$ cat config.mk
export PLATFORM = sky130hd
export DESIGN_NAME = qpi_psram_responder
export DESIGN_NICKNAME = d
export VERILOG_FILES = /design/src/rtl/qpi_pkg.sv /design/src/rtl/qpi_resp_sync.sv /design/src/rtl/qpi_psram_responder.sv
export SDC_FILE = /design/constraint.sdc
export NUM_CORES = 1
export LEC_CHECK = 0
export CORE_AREA = 2 2 94 118
export CTS_BUF_LIST = sky130_fd_sc_hd__clkbuf_8
export CTS_CLUSTER_DIAMETER = 120
export DETAILED_ROUTE_END_ITERATION = 12
export DIE_AREA = 0 0 96 120
export HOLD_SLACK_MARGIN = 0.12
export PLACE_DENSITY = 0.79
export SETUP_SLACK_MARGIN = 0.3
export SLEW_MARGIN = 20
export SYNTH_ARGS = -nofsm -noshare
export SYNTH_HDL_FRONTEND = slang
export SYNTH_SLANG_ARGS = --single-unit
$ cat constraint.sdc
create_clock -name clk -period 5.59 [get_ports clk]
set_clock_uncertainty 0.15 [all_clocks]
set_input_delay 1.118 -clock clk [delete_from_list [all_inputs] [get_ports clk]]
set_output_delay 1.118 -clock clk [all_outputs]
set_load 0.05 [all_outputs]
$ cat src/rtl/qpi_pkg.sv
// Shared constants and state encoding for the QPI PSRAM responder.
// Holds the command bytes, address nibble count and the FSM state type.
package qpi_pkg;

    localparam logic [7:0] QPI_CMD_READ_QUAD  = 8'hEB;
    localparam logic [7:0] QPI_CMD_WRITE_QUAD = 8'h38;
    localparam int         QPI_ADDR_NIBBLES   = 6;

    typedef enum logic [2:0] {
        ST_IDLE   = 3'd0,
        ST_CMD    = 3'd1,
        ST_ADDR   = 3'd2,
        ST_DUMMY  = 3'd3,
        ST_RDATA  = 3'd4,
        ST_WDATA  = 3'd5,
        ST_IGNORE = 3'd6
    } qpi_state_e;

endpackage

$ cat src/rtl/qpi_resp_sync.sv
// Two-flop synchronizers for the QPI pins plus spi_clk edge pulses.
// Ports: clk, rst_n, i_spi_clk, i_spi_ncs, i_spi_sin -> o_ncs, o_sin, o_rise, o_fall.
module qpi_resp_sync (
    input  logic       clk,
    input  logic       rst_n,
    input  logic       i_spi_clk,
    input  logic       i_spi_ncs,
    input  logic [3:0] i_spi_sin,
    output logic       o_ncs,
    output logic [3:0] o_sin,
    output logic       o_rise,
    output logic       o_fall
);

    logic [2:0] r_clk;
    logic [1:0] r_ncs;
    logic [3:0] r_sin1;
    logic [3:0] r_sin2;

    // ncs resets to the deasserted level so reset never looks like a select
    always_ff @(posedge clk or negedge rst_n) begin
        if (!rst_n) begin
            r_clk  <= 3'b000;
            r_ncs  <= 2'b11;
            r_sin1 <= 4'h0;
            r_sin2 <= 4'h0;
        end else begin
            r_clk  <= {r_clk[1:0], i_spi_clk};
            r_ncs  <= {r_ncs[0], i_spi_ncs};
            r_sin1 <= i_spi_sin;
            r_sin2 <= r_sin1;
        end
    end

    // sin shares the clock's sync depth, so at a rise pulse it shows
    // the value present just after the pin edge
    assign o_rise = r_clk[1] & ~r_clk[2];
    assign o_fall = ~r_clk[1] & r_clk[2];
    assign o_ncs  = r_ncs[1];
    assign o_sin  = r_sin2;

endmodule

$ cat src/rtl/qpi_psram_responder.sv
// QPI slave modelling one LY68L6400-style PSRAM over an external byte memory.
// Ports: clk, rst_n, spi_clk/ncs/sin/sout/oe, mem_addr/wdata/we/re/rdata,
// busy, err_cmd. Optional macro QPI_RESP_PAGE_WRAP_EN: burst address wraps
// inside a 1024-byte page; otherwise it increments across ADDR_BITS.
module qpi_psram_responder
    import qpi_pkg::*;
#(
    parameter logic [7:0] READCMD   = QPI_CMD_READ_QUAD,
    parameter logic [7:0] WRITECMD  = QPI_CMD_WRITE_QUAD,
    parameter int         READDUMMY = 6,
    parameter int         ADDR_BITS = 23
) (
    input  logic                 clk,
    input  logic                 rst_n,
    input  logic                 spi_clk,
    input  logic                 spi_ncs,
    input  logic [3:0]           spi_sin,
    output logic [3:0]           spi_sout,
    output logic                 spi_oe,
    output logic [ADDR_BITS-1:0] mem_addr,
    output logic [7:0]           mem_wdata,
    output logic                 mem_we,
    output logic                 mem_re,
    input  logic [7:0]           mem_rdata,
    output logic                 busy,
    output logic                 err_cmd
);

    localparam logic [4:0] LAST_ADDR = 5'(QPI_ADDR_NIBBLES - 1);

    logic                 w_ncs;
    logic [3:0]           w_sin;
    logic                 w_rise;
    logic                 w_fall;
    logic [7:0]           w_cmd;
    logic [ADDR_BITS-1:0] w_addr_in;
    logic [ADDR_BITS-1:0] w_addr_inc;

    qpi_state_e           r_state;
    logic [4:0]           r_cnt;
    logic [3:0]           r_hi;
    logic [19:0]          r_ashift;
    logic [ADDR_BITS-1:0] r_addr;
    logic                 r_read;
    logic                 r_lo;
    logic                 r_fetch;
    logic [7:0]           r_shift;

    qpi_resp_sync u_sync (
        .clk       (clk),
        .rst_n     (rst_n),
        .i_spi_clk (spi_clk),
        .i_spi_ncs (spi_ncs),
        .i_spi_sin (spi_sin),
        .o_ncs     (w_ncs),
        .o_sin     (w_sin),
        .o_rise    (w_rise),
        .o_fall    (w_fall)
    );

    assign w_cmd     = {r_hi, w_sin};
    assign w_addr_in = ADDR_BITS'({r_ashift, w_sin});

`ifdef QPI_RESP_PAGE_WRAP_EN
    assign w_addr_inc = {r_addr[ADDR_BITS-1:10], r_addr[9:0] + 10'd1};
`else
    assign w_addr_inc = r_addr + {{(ADDR_BITS-1){1'b0}}, 1'b1};
`endif

    always_ff @(posedge clk or negedge rst_n) begin
        if (!rst_n) begin
            r_state   <= ST_IDLE;
            r_cnt     <= 5'd0;
            r_hi      <= 4'h0;
            r_ashift  <= 20'h0;
            r_addr    <= '0;
            r_read    <= 1'b0;
            r_lo      <= 1'b0;
            r_fetch   <= 1'b0;
            r_shift   <= 8'h00;
            spi_sout  <= 4'h0;
            spi_oe    <= 1'b0;
            mem_addr  <= '0;
            mem_wdata <= 8'h00;
            mem_we    <= 1'b0;
            mem_re    <= 1'b0;
            busy      <= 1'b0;
            err_cmd   <= 1'b0;
        end else begin
            mem_we  <= 1'b0;
            mem_re  <= 1'b0;
            err_cmd <= 1'b0;
            busy    <= ~w_ncs & (r_state != ST_IDLE);
            // rdata is valid the cycle after the strobe
            r_fetch <= mem_re;
            if (r_fetch) begin
                r_shift <= mem_rdata;
            end
            // deselect beats any edge seen in the same cycle
            if (w_ncs) begin
                r_state  <= ST_IDLE;
                r_cnt    <= 5'd0;
                r_lo     <= 1'b0;
                spi_oe   <= 1'b0;
                spi_sout <= 4'h0;
            end else begin
                unique case (r_state)
                    ST_IDLE: begin
                        r_state <= ST_CMD;
                        r_cnt   <= 5'd0;
                    end
                    ST_CMD: begin
                        if (w_rise) begin
                            if (r_cnt == 5'd0) begin
                                r_hi  <= w_sin;
                                r_cnt <= 5'd1;
                            end else begin
                                r_cnt <= 5'd0;
                                if (w_cmd == READCMD || w_cmd == WRITECMD) begin
                                    r_read  <= (w_cmd == READCMD);
                                    r_state <= ST_ADDR;
                                end else begin
                                    err_cmd <= 1'b1;
                                    r_state <= ST_IGNORE;
                                end
                            end
                        end
                    end
                    ST_ADDR: begin
                        if (w_rise) begin
                            r_ashift <= {r_ashift[15:0], w_sin};
                            if (r_cnt == LAST_ADDR) begin
                                r_addr <= w_addr_in;
                                r_cnt  <= 5'd0;
                                if (r_read) begin
                                    mem_addr <= w_addr_in;
                                    mem_re   <= 1'b1;
                                    r_cnt    <= 5'(READDUMMY);
                                    r_state  <= ST_DUMMY;
                                end else begin
                                    r_state <= ST_WDATA;
                                end
                            end else begin
                                r_cnt <= r_cnt + 5'd1;
                            end
                        end
                    end
                    ST_DUMMY: begin
                        if (w_rise && r_cnt != 5'd0) begin
                            r_cnt <= r_cnt - 5'd1;
                        end else if (w_fall && r_cnt == 5'd0) begin
                            spi_oe   <= 1'b1;
                            spi_sout <= r_shift[7:4];
                            r_lo     <= 1'b1;
                            r_state  <= ST_RDATA;
                        end
                    end
                    ST_RDATA: begin
                        if (w_fall) begin
                            if (r_lo) begin
                                // low nibble out: prefetch the next byte
                                spi_sout <= r_shift[3:0];
                                r_lo     <= 1'b0;
                                r_addr   <= w_addr_inc;
                                mem_addr <= w_addr_inc;
                                mem_re   <= 1'b1;
                            end else begin
                                spi_sout <= r_shift[7:4];
                                r_lo     <= 1'b1;
                            end
                        end
                    end
                    ST_WDATA: begin
                        if (w_rise) begin
                            if (!r_lo) begin
                                r_hi <= w_sin;
                                r_lo <= 1'b1;
                            end else begin
                                r_lo      <= 1'b0;
                                mem_we    <= 1'b1;
                                mem_wdata <= {r_hi, w_sin};
                                mem_addr  <= r_addr;
                                r_addr    <= w_addr_inc;
                            end
                        end
                    end
                    ST_IGNORE: begin
                        r_state <= ST_IGNORE;
                    end
                    default: begin
                        r_state <= ST_IDLE;
                    end
                endcase
            end
        end
    end

endmodule

==> results of run 1 <==
-- stage by stage --
stage / hold WS, ns / util [%]
finish: 0.201 / 67.4
global route: 0.210 / 67.4
CTS: 0.203 / 67.3
detailed placement: 0.185 / 63.7
global placement: 0.182 / 63.7
floorplan: 0.181 / -
-- critical path, delay by kind of cell (launching register included) --
kind	cells	cell delay [ns]
buffers and inverters	1	0.44
AOI/OAI and AO/OA	2	0.98
DFF	1	0.89
and+or+nand+nor	2	0.60
-- cell families (layout without fill, tap and decap cells) --
| logic type | after synthesis | after routing | synth area share (%) |
|---|---|---|---|
| simple gates | 212 | 212 | 17.7 |
| compound gates | 161 | 161 | 18.0 |
| flops | 118 | 118 | 48.3 |
| buf+inv | 58 | 101 | 4.09 |
| mux | 53 | 53 | 9.56 |
| xor+xnor | 10 | 10 | 1.43 |
| fa+ha+maj | 4 | 4 | 0.819 |
-- power by group through the flow --
| stage | combinational [mW] | clock (mW) | sequential, mW |
|---|---|---|---|
| after detailed placement | 0.269 | 0 | 0.982 |
| after CTS | 0.270 | 0.755 | 0.966 |
| after floorplan | 0.180 | 0 | 0.978 |
| after global placement | 0.263 | 0 | 0.979 |
| final | 0.271 | 0.745 | 0.968 |
| after global routing | 0.300 | 0.797 | 0.975 |
-- metal layers --
layer  routed length (µm)  vias to the layer above  track usage [%]
met4                  457                        0             12.3
met2                 6740                      252             39.0
li1                     -                     2338                -
met3                  946                       43             5.90
met5                    0                        -                0
met1                 6100                     2466             36.6
-- synth_stat cells (4+ instances only) --
cell type    n
dfrtp_1    116
nand2_1     59
nor2_1      49
a21oi_1     47
mux2_2      43
clkbuf_1    32
nand3_1     22
o21ai_0     21
buf_2       14
nor3_1      14
o22ai_1     13
nand4_1     12
a2bb2oi_1   10
mux2i_1     10
a31oi_1      8
inv_1        8
and3_1       7
o22a_1       7
xnor2_1      7
a22o_1       6
o21a_1       6
a22oi_1      5
nand2b_1     5
o211ai_1     5
a221oi_1     4
and2_1       4
ha_1         4
nand3b_1     4
nor4_1       4
nor4b_1      4
o31ai_2      4
or3_1        4
-- final timing paths --
| kind | from | end | slack, ns |
|---|---|---|---|
| setup / recovery | r_state[0] | r_addr[2] | 2.42 |
| hold / removal | u_sync.r_sin1[0] | u_sync.o_sin[0] | 0.20 |
| setup reg to reg | r_state[0] | r_addr[2] | 2.42 |
| hold reg to reg | u_sync.r_sin1[0] | u_sync.o_sin[0] | 0.20 |
| max in group asynchronous | rst_n | r_addr[15] | 3.46 |
| min in group asynchronous | rst_n | r_shift[4] | 0.68 |
-- registers in the layout, indices dropped and copies added (netlist names), 2 cells and up --
signal,flops
u_sync.r_sin1,4
mem_wdata,8
mem_addr,23
u_sync.o_sin,4
u_sync.r_ncs,2
r_state,3
r_shift,8
r_hi,4
u_sync.r_clk,3
r_addr,23
spi_sout,4
r_cnt,5
r_ashift,19
-- cell type report --
class | instances | area, µm² | share of cell area (%)
Sequential cell | 118 | 2960 | 41.9
Multi-Input combinational cell | 440 | 2920 | 41.5
Timing Repair Buffer | 61 | 593 | 8.42
Clock buffer | 17 | 234 | 3.32
Tap cell | 132 | 165 | 2.34
Clock inverter | 15 | 146 | 2.08
Inverter | 8 | 30.0 | 0.426
-- placed cells by master (no fill, tap or decap), drive strengths merged, types with 5 or more instances in the layout --
| master | synthesis | final |
|---|---|---|
| dfrtp | 116 | 116 |
| nand2 | 59 | 59 |
| clkdlybuf4s50 | 0 | 54 |
| nor2 | 49 | 49 |
| a21oi | 47 | 47 |
| mux2 | 43 | 43 |
| nand3 | 22 | 22 |
| o21ai | 22 | 22 |
| clkbuf | 32 | 17 |
| nor3 | 14 | 14 |
| inv | 8 | 14 |
| o22ai | 13 | 13 |
| nand4 | 12 | 12 |
| mux2i | 10 | 10 |
| a2bb2oi | 10 | 10 |
| a31oi | 8 | 8 |
| and3 | 7 | 7 |
| xnor2 | 7 | 7 |
| o22a | 7 | 7 |
| buf | 18 | 7 |
| o31ai | 7 | 7 |
| o21a | 6 | 6 |
| a22oi | 6 | 6 |
| a22o | 6 | 6 |
| nand2b | 5 | 5 |
| o211ai | 5 | 5 |
| clkinvlp | 0 | 5 |
==> out/qor.yml, run 1 <==
outcome: "finished clean"
grt_remaining_overflow: 0
synth-seq-area-share_pct: 48.3
die_w_um: 96
r2r_cells: 5
syn-cell-area_um2: 6110
dp.cells: 759
ir_drop_mv: 0.207
drv_slew: 0
pwr-share-comb_pct: 13.7
clockBufferDepth: 2
ioPinCount: 56
htree_levels: 4
setup_violations: 0
io_buffer_count: 55
p_leak_nw: 3.03
start_kind: "flop"
postSynth.asyncResetShare_pct: 100
cts-root-buf: "clkbuf_8"
path_clk_slew_ns: 0.08
grt_start_max_net_pins: 78
synth_area_leaders: "dfrtp_1 (47%), mux2_2 (7.9%), a21oi_1 (3.8%)"
drc: 0
tightest_slew_ns: 0.975
firstDrtPassIters: 6
hp-class: "flop to flop"
tns_ns: 0
yosys_warnings: 0
viasPerCell: 6.45
end_kind: "flop"
placed_area_um2: 6660
worstHoldPathCells: 0
drv_cap: 0
p_switching_mw: 0.619
setup_ws_ns: 2.42
antenna_cells: 0
initial_utilization_pct: 58.5
nets: 666
cts-resized-gates: 0
rsz0062_at_grt: "no"
post_cts_buffers: 0
fillCellCount: 829
power.clock.fraction_pct: 37.5
core-area_um2: 10500
seqPwrFrac_pct: 48.8
area_delta_synth_final_pct: 15.3
ys_types: 67
arrival_ns: 3.35
final_cells: 791
synth_fp_nets: 636
cts_hold_buffers: 0
synthCells: 616
gp_congestion: 0.884
yosysTopAreaCellShare_pct: 47.5
cts_buffers: 17
yosysTopAreaCell: "dfrtp_1"
drt_iter0_markers: 467
clock_latency_ns: 0.43
grt_usage_pct: 26.3
avgSynthCellArea_um2: 9.92
final_cell_area_um2: 7050
fin_crit_sh_pct: 56.7
cts_tree: "done"
grt_pass1_vias: 4783
crit_chain: "inv_1 -> nand3_1 -> a22o_1 -> nor2_1 -> o22a_1"
grt_pass1_wl_um: 23600
final_layout_size_suffix_gt1_share_pct: 15.3
fin_crit_ns: 3.17
die_area_um2: 11500
fmax_mhz: 315
die_h_um: 120
post-place-ws_ns: 2.27
ant_nets: 0
slew-limit-headroom_pct: 35.0
synth_ff_type: "dfrtp_1"
routed_wl_um: 14200
synth-seq-cells: 118
finalHoldViolations: 0
path_max_fanout: 26
hpwl_um: 9380
clkSinkCount: 118
slowest_stage: "dfrtp_1"
worstSetupPathType: "flop to flop"
swShare_pct: 31.2
vias: 5099
rows: 42
p_int_mw: 1.37
wl_per_cell_um: 18.0
p_total_mw: 1.98
slowest_delay_ns: 0.89
required_ns: 5.77
p_per_area_nw_per_um2: 282
antenna_found_initial: 0
synth_edf_count: 0
(Power assumes the default switching activity.)
==> run 2: changes to the inputs <==
==> constraint.sdc (replaced) <==
create_clock -name clk -period 3 [get_ports clk]
set_clock_uncertainty 0.15 [all_clocks]
set_input_delay 0.6 -clock clk [delete_from_list [all_inputs] [get_ports clk]]
set_output_delay 0.6 -clock clk [all_outputs]
set_load 0.05 [all_outputs]
==> run 2 against run 1 <==
Sequential power rose by 84%. Setup slack lost 2.0 ns. Clock power grew 100%. Highest routed layer unchanged. Sequential cell count stayed put. Global-route usage rose by 0.48 points. Largest power group unchanged. Utilization is 1.5 points higher. Largest cell class unchanged. Power increased by 93%. Critical path type unchanged.
==> out/qor.yml, run 2 (synthesized netlist as in run 1, its figures left out) <==
setup_violations: 0  # unchanged
fin_crit_sh_pct: 87.4  # +31 points
largestRegisters: "mem_addr x23, r_addr x23, r_ashift x19"
initial_utilization_pct: 58.5  # unchanged
antenna_found_initial: 0  # unchanged
nets: 682  # +2.4%
drt_iter0_markers: 436  # -6.6%
grt_usage_pct: 26.8  # +0.48 points
cts_buffers: 17  # unchanged
area_delta_synth_final_pct: 17.9
ioPinCount: 56  # unchanged
ant_nets: 0  # unchanged
layout_commonest_cell: "dfrtp_1"
finalHoldViolations: 0  # unchanged
rows: 42  # unchanged
tns_ns: 0  # unchanged
regToRegEndpoint: "mem_addr[10]"
crit_start: "r_cnt[1]"
path_max_fanout: 18  # -31%
final_layout_size_suffix_gt1_share_pct: 17.0  # +1.7 points
drc: 0  # unchanged
outcome: "finished clean"
clkSinkCount: 118  # unchanged
die_h_um: 120  # unchanged
wl_per_cell_um: 18.0  # about the same
gp_congestion: 0.869  # -1.7%
rsz0062_at_grt: "no"
antenna_cells: 0  # unchanged
viasPerCell: 6.45  # about the same
endpoint: "mem_addr[10]"
setup_ws_ns: 0.378  # -2.04 ns
die_w_um: 96  # unchanged
htree_levels: 4  # unchanged
arrival_ns: 2.85  # -0.50 ns
grt_start_max_net_pins: 69  # -12%
slew-limit-headroom_pct: 57.0  # +22 points
grt_pass1_vias: 5048  # +5.5%
die_area_um2: 11500  # unchanged
end_kind: "flop"
fin_crit_ns: 2.62  # -0.549 ns
cts_tree: "done"
clock_latency_ns: 0.44  # about the same
worstSetupPathType: "flop to flop"
drv_slew: 0  # unchanged
p_per_area_nw_per_um2: 531  # +89%
hp-class: "flop to flop"
regToRegStartpoint: "r_cnt[1]"
clockBufferDepth: 2  # unchanged
r2r_cells: 8  # +3
post-place-ws_ns: 0.408  # -1.86 ns
grt_pass1_wl_um: 24200  # +2.5%
vias: 5206  # +2.1%
path_clk_slew_ns: 0.08  # about the same
grt_remaining_overflow: 0  # unchanged
required_ns: 3.23  # -2.54 ns
start_kind: "flop"
fmax_mhz: 381  # +21%
hpwl_um: 9760  # +4.0%
routed_wl_um: 14500  # +1.9%
ir_drop_mv: 0.393  # +90%
r2r_slack_ns: 0.38  # -2.04 ns
core-area_um2: 10500  # unchanged
cts-root-buf: "clkbuf_8"
p_leak_nw: 3.13  # +3.4%
tightest_slew_ns: 0.644  # -0.332 ns
io_buffer_count: 55  # unchanged
drv_cap: 0  # unchanged
firstDrtPassIters: 7  # +1
layout_common_cells: "dfrtp_1 (116), nand2_1 (59), clkdlybuf4s50_1 (54)"
-- run 2: cell count changes in the layout (fill, tap and decap cells not counted), sizes merged --
cell / delta
clkbuf: +2
inv: -4
buf: +15
dlygate4sd3: +1
clkinvlp: -2
bufinv: +1
clkinv: +3
-- run 2: per-stage QoR --
stage                     total power, mW  cell area (µm²)  hold slack (ns)  cells  util [%]
after CTS                            3.84             7200            0.206    807      68.9
after global placement               2.33             6780            0.181    774      64.9
after detailed placement             2.36             6780            0.188    774      64.9
after global routing                 3.98             7210            0.218    807      68.9
final                                3.83             7210            0.204    807      68.9
after floorplan                      2.16             6110            0.154    616         -
-- run 2: layout make-up --
type,instances,area [µm²]
fill,802,3250
sequential,118,2960
multi-input combinational,440,2920
timing repair buffer,77,728
clock buffer,19,262
tap,132,165
clock inverter,13,149
inverter,8,30.0
-- run 2: metal layers --
layer	global-route usage [%]	part of all wire [%]	vias up
met5	0	0	-
met4	12.1	2.3	0
met3	5.52	6.1	32
met2	42.3	50	243
met1	35.3	42	2567
li1	-	-	2364
-- run 2: worst max-delay path, stage by stage (launching register included) --
cell	delay (ns)
dfrtp_1	0.42
inv_1	0.14
ha_1	0.22
nor4bb_1	0.44
nand2_1	0.22
a22o_2	0.40
buf_4	0.25
a211oi_1	0.21
a21o_1	0.11
-- run 2: what timing repair did --
action	in CTS	in global routing
gates resized for setup	0	1
endpoints found under the hold margin	19	0
setup endpoints to repair	0	7
buffers inserted	0	0
hold buffers	1	0
-- run 2: report_power, final --
part	switching [mW]	total (mW)	internal [mW]
clock	0.698	1.49	0.791
combinational	0.335	0.552	0.217
sequential	0.109	1.78	1.68
total	1.14	3.83	2.68
-- run 2: worst min path at each step --
stage / start / end / slack [ns] / cells after the start
after floorplan: rst_n / busy / 0.15 / 0
after global placement: u_sync.r_sin1[2] / u_sync.o_sin[2] / 0.18 / 0
after detailed placement: u_sync.r_sin1[3] / u_sync.o_sin[3] / 0.19 / 0
after CTS: u_sync.r_sin1[3] / u_sync.o_sin[3] / 0.21 / 0
after global routing: u_sync.r_sin1[1] / u_sync.o_sin[1] / 0.22 / 0
final: u_sync.r_sin1[3] / u_sync.o_sin[3] / 0.20 / 0
==> run 3: changes to the inputs <==
--- a/config.mk
+++ b/config.mk
@@ -5,6 +5,7 @@
 export SDC_FILE = /design/constraint.sdc
 export NUM_CORES = 1
 export LEC_CHECK = 0
+export ABC_CLOCK_PERIOD_IN_PS = 3000
 export CORE_AREA = 2 2 94 118
 export CTS_BUF_LIST = sky130_fd_sc_hd__clkbuf_8
 export CTS_CLUSTER_DIAMETER = 120
==> results of run 3 <==
The final DEF is identical to that of run 2; final timing and power are the same.
